--- config.mk ---
export PLATFORM = sky130hd
export DESIGN_NAME = midi_tx
export DESIGN_NICKNAME = d
export VERILOG_FILES = /design/src/rtl/midi_tx_pkg.sv /design/src/rtl/sync_fifo.sv /design/src/rtl/midi_tx.sv
export SDC_FILE = /design/constraint.sdc
export NUM_CORES = 1
export LEC_CHECK = 0
export ABC_AREA = 1
export CORE_ASPECT_RATIO = 0.8
export CORE_MARGIN = 3
export CORE_UTILIZATION = 30
export DETAILED_ROUTE_END_ITERATION = 10
export PLACE_DENSITY_LB_ADDON = 0.25
export SETUP_SLACK_MARGIN = 0.4
export SYNTH_ARGS = -nofsm -noshare
export SYNTH_HDL_FRONTEND = slang
export SYNTH_SLANG_ARGS = --single-unit
--- constraint.sdc ---
create_clock -name clock -period 3.7 [get_ports clock]
set_input_delay 1.11 -clock clock [delete_from_list [all_inputs] [get_ports clock]]
set_output_delay 1.11 -clock clock [all_outputs]
set_load 0.02 [all_outputs]
--- src/rtl/midi_tx_pkg.sv ---
// Shared cartridge package: MIDI transmitter state encoding, default baud
// divider and register-address constants used by the register decode.
package midi_tx_pkg;

    typedef enum logic [1:0] {
        ST_IDLE  = 2'd0,
        ST_START = 2'd1,
        ST_DATA  = 2'd2,
        ST_STOP  = 2'd3
    } midi_state_e;

    // 1 MHz system clock / 32 = 31250 baud
    localparam int MIDI_CLK_DIV = 32;

    localparam logic [7:0] REG_MIDI_DATA   = 8'h40;
    localparam logic [7:0] REG_MIDI_STATUS = 8'h41;
    localparam logic [7:0] REG_MIDI_CTRL   = 8'h42;

    // Baud counter width; a divider of 1 still needs a 1-bit counter
    function automatic int baud_width(input int div);
        return (div > 1) ? $clog2(div) : 1;
    endfunction

endpackage

--- src/rtl/sync_fifo.sv ---
// Synchronous FIFO with occupancy count; writes while full are ignored,
// reads while empty are ignored. Read data is the current head (no bypass).
module sync_fifo #(
    parameter int WIDTH = 8,
    parameter int DEPTH = 4
) (
    input  logic                   clk_i,
    input  logic                   rst_i,
    input  logic                   wr_en_i,
    input  logic [WIDTH-1:0]       wr_data_i,
    input  logic                   rd_en_i,
    output logic [WIDTH-1:0]       rd_data_o,
    output logic                   full_o,
    output logic                   empty_o,
    output logic [$clog2(DEPTH):0] level_o
);
    localparam int AW = $clog2(DEPTH);
    localparam logic [AW:0] DEPTH_L = (AW + 1)'(DEPTH);

    logic [WIDTH-1:0] mem_q [DEPTH];
    logic [AW-1:0]    wr_ptr_q, wr_ptr_d;
    logic [AW-1:0]    rd_ptr_q, rd_ptr_d;
    logic [AW:0]      count_q, count_d;
    logic             wr_ok, rd_ok;

    assign full_o    = (count_q == DEPTH_L);
    assign empty_o   = (count_q == '0);
    assign level_o   = count_q;
    assign rd_data_o = mem_q[rd_ptr_q];

    // Full/empty are judged on the pre-edge occupancy, so a write while
    // full is dropped even if a pop happens in the same cycle.
    assign wr_ok = wr_en_i && !full_o;
    assign rd_ok = rd_en_i && !empty_o;

    // Pointer and occupancy next-state; pointers wrap on their natural width
    always_comb begin
        wr_ptr_d = wr_ptr_q;
        rd_ptr_d = rd_ptr_q;
        count_d  = count_q;
        if (wr_ok) wr_ptr_d = wr_ptr_q + 1'b1;
        if (rd_ok) rd_ptr_d = rd_ptr_q + 1'b1;
        case ({wr_ok, rd_ok})
            2'b10:   count_d = count_q + 1'b1;
            2'b01:   count_d = count_q - 1'b1;
            default: count_d = count_q;
        endcase
    end

    // Pointer and occupancy registers
    always_ff @(posedge clk_i or posedge rst_i) begin
        if (rst_i) begin
            wr_ptr_q <= '0;
            rd_ptr_q <= '0;
            count_q  <= '0;
        end else begin
            wr_ptr_q <= wr_ptr_d;
            rd_ptr_q <= rd_ptr_d;
            count_q  <= count_d;
        end
    end

    // Storage array, written at the tail
    always_ff @(posedge clk_i) begin
        if (wr_ok) mem_q[wr_ptr_q] <= wr_data_i;
    end

endmodule

--- src/rtl/midi_tx.sv ---
// MIDI 8N1 serial transmitter: byte FIFO feeding a START/DATA/STOP
// serializer with a registered txd output and a sticky overflow flag.
module midi_tx
    import midi_tx_pkg::*;
#(
    parameter int CLK_DIV    = MIDI_CLK_DIV,
    parameter int FIFO_DEPTH = 4
) (
    input  logic                        clock,
    input  logic                        reset,
    input  logic                        wr_en,
    input  logic [7:0]                  wr_data,
    input  logic                        clr_ovf,
    output logic                        txd,
    output logic                        full,
    output logic                        empty,
    output logic                        busy,
    output logic                        overflow,
    output logic [$clog2(FIFO_DEPTH):0] level
);
    localparam int            BW       = baud_width(CLK_DIV);
    localparam logic [BW-1:0] BAUD_MAX = BW'(CLK_DIV - 1);

    midi_state_e   state_q, state_d;
    logic [BW-1:0] baud_q, baud_d;
    logic [2:0]    bit_q, bit_d;
    logic [7:0]    sh_q, sh_d;
    logic          txd_q, txd_d;
    logic          ovf_q, ovf_d;
    logic          pop;
    logic          baud_wrap;
    logic [7:0]    fifo_data;

    sync_fifo #(
        .WIDTH(8),
        .DEPTH(FIFO_DEPTH)
    ) u_fifo (
        .clk_i    (clock),
        .rst_i    (reset),
        .wr_en_i  (wr_en),
        .wr_data_i(wr_data),
        .rd_en_i  (pop),
        .rd_data_o(fifo_data),
        .full_o   (full),
        .empty_o  (empty),
        .level_o  (level)
    );

    assign baud_wrap = (baud_q == BAUD_MAX);
    assign txd       = txd_q;
    assign busy      = (state_q != ST_IDLE);
    assign overflow  = ovf_q;

    // Serializer next-state, next txd level, FIFO pop and overflow flag
    always_comb begin
        state_d = state_q;
        baud_d  = baud_q;
        bit_d   = bit_q;
        sh_d    = sh_q;
        txd_d   = txd_q;
        pop     = 1'b0;

        // set wins over clear when a write is dropped in the same cycle
        ovf_d = ovf_q;
        if (clr_ovf)       ovf_d = 1'b0;
        if (wr_en && full) ovf_d = 1'b1;

        case (state_q)
            ST_IDLE: begin
                txd_d = 1'b1;
                if (!empty) begin
                    pop     = 1'b1;
                    sh_d    = fifo_data;
                    state_d = ST_START;
                    txd_d   = 1'b0;
                    baud_d  = '0;
                    bit_d   = '0;
                end
            end
            ST_START: begin
                if (baud_wrap) begin
                    state_d = ST_DATA;
                    baud_d  = '0;
                    bit_d   = '0;
                    txd_d   = sh_q[0];
                    sh_d    = {1'b0, sh_q[7:1]};
                end else begin
                    baud_d = baud_q + 1'b1;
                end
            end
            ST_DATA: begin
                if (baud_wrap) begin
                    baud_d = '0;
                    if (bit_q == 3'd7) begin
                        state_d = ST_STOP;
                        bit_d   = '0;
                        txd_d   = 1'b1;
                    end else begin
                        bit_d = bit_q + 3'd1;
                        txd_d = sh_q[0];
                        sh_d  = {1'b0, sh_q[7:1]};
                    end
                end else begin
                    baud_d = baud_q + 1'b1;
                end
            end
            ST_STOP: begin
                if (baud_wrap) begin
                    baud_d = '0;
                    bit_d  = '0;
                    if (!empty) begin
                        pop     = 1'b1;
                        sh_d    = fifo_data;
                        state_d = ST_START;
                        txd_d   = 1'b0;
                    end else begin
                        state_d = ST_IDLE;
                        txd_d   = 1'b1;
                    end
                end else begin
                    baud_d = baud_q + 1'b1;
                end
            end
            default: begin
                state_d = ST_IDLE;
                txd_d   = 1'b1;
                baud_d  = '0;
                bit_d   = '0;
            end
        endcase
    end

    // Serializer state, counters, shift register, txd and overflow registers
    always_ff @(posedge clock or posedge reset) begin
        if (reset) begin
            state_q <= ST_IDLE;
            baud_q  <= '0;
            bit_q   <= '0;
            sh_q    <= '0;
            txd_q   <= 1'b1;
            ovf_q   <= 1'b0;
        end else begin
            state_q <= state_d;
            baud_q  <= baud_d;
            bit_q   <= bit_d;
            sh_q    <= sh_d;
            txd_q   <= txd_d;
            ovf_q   <= ovf_d;
        end
    end

endmodule

Yosys cells after proc, flatten, opt, wreduce, memory -nomap -nowiden
Memories as Yosys holds them, arrays and structs flattened.
Index checks and enable logic that the tools add are counted.

word-level totals
  bits in registers = 27
  bits in writable memories = 32
  bits of input ports = 12
  memories = 1

memory list
  memory        depth  width  rd ports  clocked after memory_dff  wr ports  line             text
  u_fifo.mem_q  4      8      1         0                         1         sync_fifo.sv:20  logic [WIDTH-1:0] mem_q [DEPTH];

operators by class
  add/subtract/negate cells = 6
  eq/ne operators = 15
  multiplexer cells = 35
  reduce and logical (&&, ||, !) cells = 16

operators by type and width
  cell                 number
  $mux 8               5
  $pmux 8 s4           1
  $mux 1               12
  $mux 3               4
  $ne 2x2->1 const B   6
  $mux 2               5
  $mux 5               2
  $pmux 5 s2           1
  $pmux 3 s3           1
  $pmux 2 s4           1
  $add 3x1->3 const B  2
  $eq 2x2->1 const B   3
  $eq 3x3->1 const B   2
  $pmux 3 s2           1
  $reduce_and 3->1     2
  $reduce_bool 2->1    3
  $add 5x1->5 const B  1
  $eq 5x5->1 const B   1
  $reduce_and 5->1     1
  $add 2x1->2 const B  2
  $eq 2x1->1 const B   2
  $pmux 1 s4           1
  $reduce_and 4->1     1
  $logic_and 1x1->1    3
  8 further kinds      9

Longest topological paths before layout
Gate-level depths: netlist (run 1).

  depth after elaboration = 7
  depth in mapped cells = 14
  depth with buffers taken out = 14

Hierarchy
A second synthesis (run 1) with hierarchy kept.

unflattened totals
  cell total of the unflattened synthesis = 321
  area total of the unflattened synthesis = 3032.9 µm²

by module, submodules not included
  module     instances  cells each  area an instance (µm²)  sequential area each (µm²)
  sync_fifo  1          155         1755.4                  1136.1
  midi_tx    1          166         1277.5                  501.7

Worst setup path before layout (run 1)
OpenSTA, ideal clock, no wires.

  kind = input port to flip-flop
  start = in wr_en
  end = reg u_fifo.count_q[2] (netlist: u_fifo.level_o[2])
  data arrival time = 2.162 ns
  path slack = 1.407 ns
  stages on the path = 7
  path buffers = 0
  cells stage by stage = nand2_2 -> ha_1 -> inv_1 -> fa_1 -> a21oi_1 -> o21ai_0 -> xor2_1

on the way
  cells in the longest elaborated chain, start to end = 3
  elaborated cells between the ends (all ways) = 5

RTL lines
  element                                                 line             text
  start: declaration                                      midi_tx.sv:11    input logic wr_en,
  $logic_and 1x1->1 (*)                                   sync_fifo.sv:33  assign wr_ok = wr_en_i && !full_o;
  $eq 2x1->1 / $eq 2x2->1 (equally long branches)         sync_fifo.sv:43  case ({wr_ok, rd_ok})
  $pmux 3 s2 / $reduce_bool 2->1 (equally long branches)  --
  end signal: assignment                                  sync_fifo.sv:59  count_q <= count_d;
  end: declaration                                        sync_fifo.sv:23  logic [AW:0] count_q, count_d;

Every way passes the cells marked *; elsewhere a longest branch is shown, timed or not.
A chain may end at the register's enable or synchronous reset.

Worst setup path in the final report (run 1)
  start = reg state_q[0]
  end = out busy

on the way
  cells in the longest elaborated chain, start to end = 1

RTL lines
  element                   line            text
  start: declaration        midi_tx.sv:24   midi_state_e state_q, state_d;
  start signal: assignment  midi_tx.sv:143  state_q <= state_d;
  $reduce_bool 2->1         midi_tx.sv:51   assign busy = (state_q != ST_IDLE);
  end: declaration          midi_tx.sv:17   output logic busy,

No other way between the ends.

==> results by group, run 1 <==
Status
  – Status: completed

Die
  – Die footprint: 10700 µm²
  – Io pins: 20
  – Die Span X: 115 µm
  – Row count: 31
  – Core area: 9110 µm²
  – Starting Density: 31.1%
  – DIE HEIGHT: 93.0 µm

Drt
  – Routed Antenna Nets: 0
  – Pre-antenna DRT Iters: 5
  – Via count: 1887
  – Drt total wl: 5350 µm
  – DRC violations left: 0
  – DR WL/cell: 12.4 µm
  – 1st-iter DRT viols: 61
  – Vias per cell: 4.36

Synth
  – Asr flop ratio synth: 45.8%
  – Synth cell types: 30
  – Ys Warns: 0
  – Yosys reg bits: 59
  – Mapped Cells: 287
  – Number of flops mapped to enable cells by yosys: 32
  – Top cell type's share of synthesized area: 33.9%
  – Top-count cell post-synth: nand2_1
  – Post-synth top area cell: edfxtp_1
  – Top post-synthesis cells by area: edfxtp_1 34%, dfrtp_1 23%, nand2_1 13%
  – Syn_nets: 314
  – Average cell area after synthesis: 9.88 µm²
  – Synth Flop Type: edfxtp_1
  – Synthesized area: 2840 µm²
  – Post-synth top cells: 101 x nand2_1, 32 x edfxtp_1, 28 x nand3_1
  – Post-synthesis sequential area ratio: 57.8%

CTS
  – Clock slew seen by the registers of the worst setup and hold paths: 0.05 ns
  – Clk buf depth: 2
  – Hold buffers post-CTS: 0
  – Htree depth: 3
  – PostCTS Resize Cnt: 0
  – Cts bufs inserted: 9
  – Clock tree sinks: 59
  – CTS root buffer: clkbuf_16
  – CTS tree: built
  – Worst skew pair latency: 0.32 ns
  – Post-CTS Setup Inserts: 0

Global route
  – GRT overflow: 0
  – Largest net degree at the start of global routing: 28
  – Tot GR Track Use: 11.1%
  – Vias in the first global route: 1803
  – First-pass GRT wire length: 9030 µm
  – Antenna violations before repair: 0

Timing
  – Setup TNS: 0 ns
  – Final hold violation count: 0
  – Rel. slew slack: 45.0%
  – Unrepaired setup endpoints after global routing: false
  – Final Skew: 0.0118 ns
  – Worst setup margin: 0.763 ns
  – Crit path time final: 2.94 ns
  – Final worst-path cycle share: 79.4%
  – FMAX: 340 MHz
  – Slew Limit Fails: 0
  – Worst-Margin Slew: 0.823 ns
  – Final setup viols: 0

Place
  – PortBufs: 19
  – Final HPWL DP: 3630 µm
  – Post-Place Setup Slack: 0.839 ns
  – Gpl congestion: 0.777
  – Placed cell areas: 3130 µm²

Layout
  – ANT cells: 0
  – Area growth, synth to finish: 21.5%
  – Ratio of cells with drive above 1 in the final layout: 10.7%
  – Net count, final: 340
  – Final Instance Area: 3440 µm²
  – Fillcell total: 892

Critical path
  – CP max-delay cell: clkdlybuf4s50_1
  – CP Class: reg2out
  – Crit path largest cell delay: 0.62 ns
  – Crit path arrival time: 1.83 ns
  – Top delay family on crit path: buffers and inverters
  – CP max FO: 5
  – Crit-path cells: inv_1 -> ha_1 -> inv_1 -> clkdlybuf4s50_1
  – CP Capture Type: primary output
  – Cell mode on critical path: inv_1
  – Startpoint Class: flip-flop
  – CP Buf/Inv Count: 3
  – CP required: 2.59 ns

Pwr
  – PD cells: 597 nW/µm²
  – Leakage: 1.48 nW
  – Max IR drop VDD: 0.000317 V

Min path
  – HP Class: reg2reg

Run
  – # Max-Cap Violations: 0
-- metrics by stage --
stage                     hold WS (ns)  cells  utilization (%)  power, mW
after floorplan                  0.444    287                -       1.07
after global placement           0.462    417             34.4       1.20
after detailed placement         0.467    417             34.4       1.21
after CTS                        0.482    433             37.8       2.09
after global routing             0.500    433             37.8       2.17
final                            0.477    433             37.8       2.06
-- cells by family after synthesis --
| group | count (synthesis) | synth area share, % |
|---|---|---|
| and+or+nand+nor | 153 | 24.0 |
| DFF | 59 | 57.8 |
| buffers and inverters | 35 | 5.74 |
| AOI/OAI and AO/OA | 19 | 3.75 |
| adders and majority gates | 15 | 6.88 |
| xor gates and xnor gates | 6 | 1.85 |
-- per-layer routing --
| metal | GRT usage, % | up-vias | routed length, µm |
|---|---|---|---|
| met4 | 3.52 | 0 | 69 |
| met2 | 14.9 | 34 | 2220 |
| met3 | 4.18 | 5 | 199 |
| li1 | - | 984 | - |
| met1 | 16.4 | 864 | 2870 |
| met5 | 0 | - | 0 |
-- cells in the final DEF (no fill, tap or decap), types with 9 or more instances in the layout --
cell	Yosys	layout
clkbuf_16	0	9
clkdlybuf4s50_1	0	19
dfrtp_1	26	26
edfxtp_1	32	32
ha_1	14	14
inv_1	26	26
nand2_1	101	101
nand3_1	28	28
nor2_1	11	11
o21ai_0	9	9
-- final timing paths --
| kind | startpoint | to | slack [ns] | depth (start not counted) |
|---|---|---|---|---|
| worst max-delay path | state_q[0]$_DFFE_PP0P_ | busy | 0.76 | 4 |
| worst min-delay path | sh_q[7]$_DFFE_PP0P_ | sh_q[7]$_DFFE_PP0P_ | 0.48 | 2 |
| worst max register to register | baud_q[0]$_DFFE_PP0P_ | u_fifo.level_o[2]$_DFFE_PP0P_ | 1.18 | 14 |
| worst min register to register | sh_q[7]$_DFFE_PP0P_ | sh_q[7]$_DFFE_PP0P_ | 0.48 | 2 |
| max in group asynchronous | reset | txd$_DFFE_PP1P_ | 2.24 | 3 |
| min in group asynchronous | reset | bit_q[1]$_DFFE_PP0P_ | 1.15 | 3 |
-- layout make-up --
class | instances | area, µm² | share of cell area, %
Sequential cell | 59 | 1640 | 47.5
Clock buffer | 11 | 233 | 6.76
Clock inverter | 5 | 77.6 | 2.25
Tap cell | 115 | 144 | 4.18
Multi-Input combinational cell | 193 | 1030 | 30.0
Inverter | 30 | 120 | 3.49
Timing Repair Buffer | 20 | 198 | 5.74
-- flip-flops by register name (all words and copies together), names as in the netlist --
name,count
txd,1
overflow,1
baud_q,5
state_q,2
sh_q,8
u_fifo.wr_ptr_q,2
bit_q,3
u_fifo.level_o,3
u_fifo.rd_ptr_q,2
u_fifo.mem_q,32
-- worst min-delay path: cells and delay by family, from the launching register on --
| family | cells | cell delay [ns] |
|---|---|---|
| simple gates | 2 | 0.10 |
| flops | 1 | 0.34 |
-- power breakdown --
part	leakage [nW]	switching [mW]	total, mW	internal [mW]
Combinational	0.711	0.206	0.334	0.128
Sequential	0.623	0.0484	0.855	0.806
Clock	0.150	0.281	0.868	0.587
Total	1.48	0.535	2.06	1.52
Note: power is estimated with default switching activity, not from simulation.
==> inputs of run 2 (changes only) <==
clock period = 2.8 ns   (was 3.7 ns; I/O delays follow)
==> results by group, run 2 (synthesis results as in run 1) <==
Status
  – Status: completed (unchanged)

Critical path
  – R2R depth: 14 (unchanged)
  – CP Capture Type: flip-flop (was primary output)
  – Setup crit start: baud_q[0]$_DFFE_PP0P_ (was state_q[0]$_DFFE_PP0P_)
  – CP max FO: 3 (was 5)
  – Crit path largest cell delay: 0.38 ns (was 0.62 ns)
  – Crit path to: u_fifo.level_o[2]$_DFFE_PP0P_ (was busy)
  – RR Startpoint: baud_q[0]$_DFFE_PP0P_ (unchanged)
  – Startpoint Class: flip-flop (unchanged)
  – CP required: 3.00 ns (was 2.59 ns)
  – CP max-delay cell: dfrtp_1 (was clkdlybuf4s50_1)
  – Crit-path cells: ha_2 -> inv_2 -> nor3_2 -> ha_2 -> a21oi_1 -> nor2_1 -> nand2_2 -> inv_2 -> ha_4 -> inv_4 -> fa_2 -> a21oi_2 -> o21ai_1 -> xor2_1 (was inv_1 -> ha_1 -> inv_1 -> clkdlybuf4s50_1)
  – CP Class: reg2reg (was reg2out)
  – Crit Reg-Reg Endpoint: u_fifo.level_o[2]$_DFFE_PP0P_ (unchanged)
  – R2R setup slack: 0.44 ns (was 1.18 ns)
  – Crit path arrival time: 2.57 ns (was 1.83 ns)

Timing
  – FMAX: 423 MHz
  – Final worst-path cycle share: 84.4%
  – Final hold violation count: 0 (unchanged)
  – Rel. slew slack: 49.6% (was 45.0%)
  – Final setup viols: 0 (unchanged)
  – Setup TNS: 0 ns (unchanged)
  – Worst setup margin: 0.437 ns (was 0.763 ns)
  – Crit path time final: 2.36 ns
  – Slew Limit Fails: 0 (unchanged)
  – Final Skew: 0.00513 ns (was 0.0118 ns)
  – Unrepaired setup endpoints after global routing: true (was false)
  – Worst-Margin Slew: 0.756 ns (was 0.823 ns)

Place
  – Post-Place Setup Slack: 0.223 ns (was 0.839 ns)
  – PortBufs: 19 (unchanged)
  – Gpl congestion: 0.805 (was 0.777)
  – Final HPWL DP: 3640 µm (was 3630 µm)

CTS
  – Htree depth: 3 (unchanged)
  – Clock slew seen by the registers of the worst setup and hold paths: 0.05 ns (about the same)
  – CTS root buffer: clkbuf_16 (unchanged)
  – CTS tree: built (unchanged)
  – Worst skew pair latency: 0.32 ns (about the same)
  – Clk buf depth: 2 (unchanged)
  – Cts bufs inserted: 9 (unchanged)
  – Hold buffers post-CTS: 0 (unchanged)
  – Clock tree sinks: 59 (unchanged)

Pwr
  – Clock Power Share: 41.2% (was 42.2%)
  – Max IR drop VDD: 0.000514 V (was 0.000317 V)
  – Net Sw Frac: 26.1% (was 26.0%)
  – Net Sw Power: 712 µW (was 535 µW)
  – Leakage: 1.53 nW (was 1.48 nW)
  – Internal power: 2.02 mW (was 1.52 mW)
  – Seq pwr share: 41.4% (was 41.6%)
  – Logic gate share of total power: 17.4% (was 16.2%)
  – PD cells: 772 nW/µm² (was 597 nW/µm²)

Global route
  – First-pass GRT wire length: 9200 µm (was 9030 µm)
  – Largest net degree at the start of global routing: 28 (unchanged)
  – Vias in the first global route: 1964 (was 1803)
  – Antenna violations before repair: 0 (unchanged)
  – Tot GR Track Use: 11.4% (was 11.1%)
  – GRT overflow: 0 (unchanged)

Die
  – Die Span X: 115 µm (unchanged)
  – DIE HEIGHT: 93.0 µm (unchanged)
  – Io pins: 20 (unchanged)
  – Die footprint: 10700 µm² (unchanged)
  – Core area: 9110 µm² (unchanged)
  – Starting Density: 31.1% (unchanged)
  – Row count: 31 (unchanged)

Layout
  – Net count, final: 349 (was 340)
  – Most flops, register: u_fifo.mem_q (unchanged)
  – Core Util, Final: 38.8% (was 37.8%)
  – Biggest registers after layout: u_fifo.mem_q: 32 flops, sh_q: 8 flops, baud_q: 5 flops (unchanged)
  – Most frequent cells in the layout: 100 x nand2_1, 32 x edfxtp_1, 28 x nand3_1, 26 x dfrtp_1, 23 x inv_1 (was 101 x nand2_1, 32 x edfxtp_1, 28 x nand3_1, 26 x inv_1, 26 x dfrtp_1)
  – Commonest non-fill, non-tap cell in the layout: nand2_1 (unchanged)
  – Max reg flops: 32 (unchanged)
  – Ratio of cells with drive above 1 in the final layout: 16.5% (was 10.7%)
  – Area growth, synth to finish: 24.8% (was 21.5%)
  – ANT cells: 0 (unchanged)

Run
  – # Max-Cap Violations: 0 (unchanged)

Drt
  – DRC violations left: 0 (unchanged)
  – Vias per cell: 4.36 (about the same)
  – Pre-antenna DRT Iters: 4 (was 5)
  – Via count: 1927 (was 1887)
  – 1st-iter DRT viols: 69 (was 61)
  – DR WL/cell: 12.5 µm (was 12.4 µm)
  – Drt total wl: 5520 µm (was 5350 µm)
  – Routed Antenna Nets: 0 (unchanged)

Min path
  – HP Class: reg2reg (unchanged)
==> run 2: worst min-delay path by stage <==
stage	endpoint	slack (ns)	startpoint	cells after the start
after detailed placement	sh_q[2]$_DFFE_PP0P_	0.47	sh_q[2]$_DFFE_PP0P_	2
final	sh_q[0]$_DFFE_PP0P_	0.48	sh_q[0]$_DFFE_PP0P_	2
after CTS	sh_q[0]$_DFFE_PP0P_	0.48	sh_q[0]$_DFFE_PP0P_	2
after global placement	sh_q[2]$_DFFE_PP0P_	0.46	sh_q[2]$_DFFE_PP0P_	2
after floorplan	sh_q[0]$_DFFE_PP0P_	0.44	sh_q[0]$_DFFE_PP0P_	2
after global routing	sh_q[2]$_DFFE_PP0P_	0.50	sh_q[2]$_DFFE_PP0P_	2
==> run 2: final cells by class <==
cell class                 instances  area (µm²)
fill                             907        5580
clock inverter                     7        82.6
timing repair buffer              29         259
clock buffer                       9         225
sequential                        59        1640
multi-input combinational        193        1070
inverter                          30         123
tap                              115         144
==> run 2: per-layer routing <==
metal,share of wire [%],GRT usage [%],routed length [µm]
met1,49,14.2,2710
met4,1.1,6.06,62
met3,3.4,3.79,186
met2,46,17.7,2570
met5,0,0,0
==> run 2: timing repair <==
item | 4_1_cts | 5_1_grt
resized for setup | 7 | 12
setup endpoints to repair | 4 | 4
pin swaps | 1 | 6
buffers inserted | 0 | 4
cloned | 0 | 0
==> run 2: worst max-delay path: cells and delay by family, from the launching register on <==
family | cells | cell delay, ns
AOI/OAI and AO/OA | 3 | 0.27
xor gates and xnor gates | 1 | 0.14
adders and majority gates | 4 | 0.93
buffers and inverters | 3 | 0.15
DFF | 1 | 0.38
and+or+nand+nor | 3 | 0.38
==> run 2: power by group through the flow <==
stage,Clock [mW],Sequential [mW],Combinational (mW)
2_1_floorplan,0,1.17,0.252
3_3_place_gp,0,1.14,0.477
3_5_place_dp,0,1.14,0.478
4_1_cts,1.16,1.13,0.473
5_1_grt,1.19,1.14,0.541
6_report,1.13,1.13,0.474
==> run 2: per-stage QoR <==
stage	power, mW	hold WS [ns]	cell area (µm²)	cells
2_1_floorplan	1.42	0.444	2840	287
4_1_cts	2.76	0.479	3490	438
6_report	2.73	0.477	3540	442
5_1_grt	2.87	0.500	3540	442
3_3_place_gp	1.62	0.465	3170	422
3_5_place_dp	1.62	0.466	3170	422
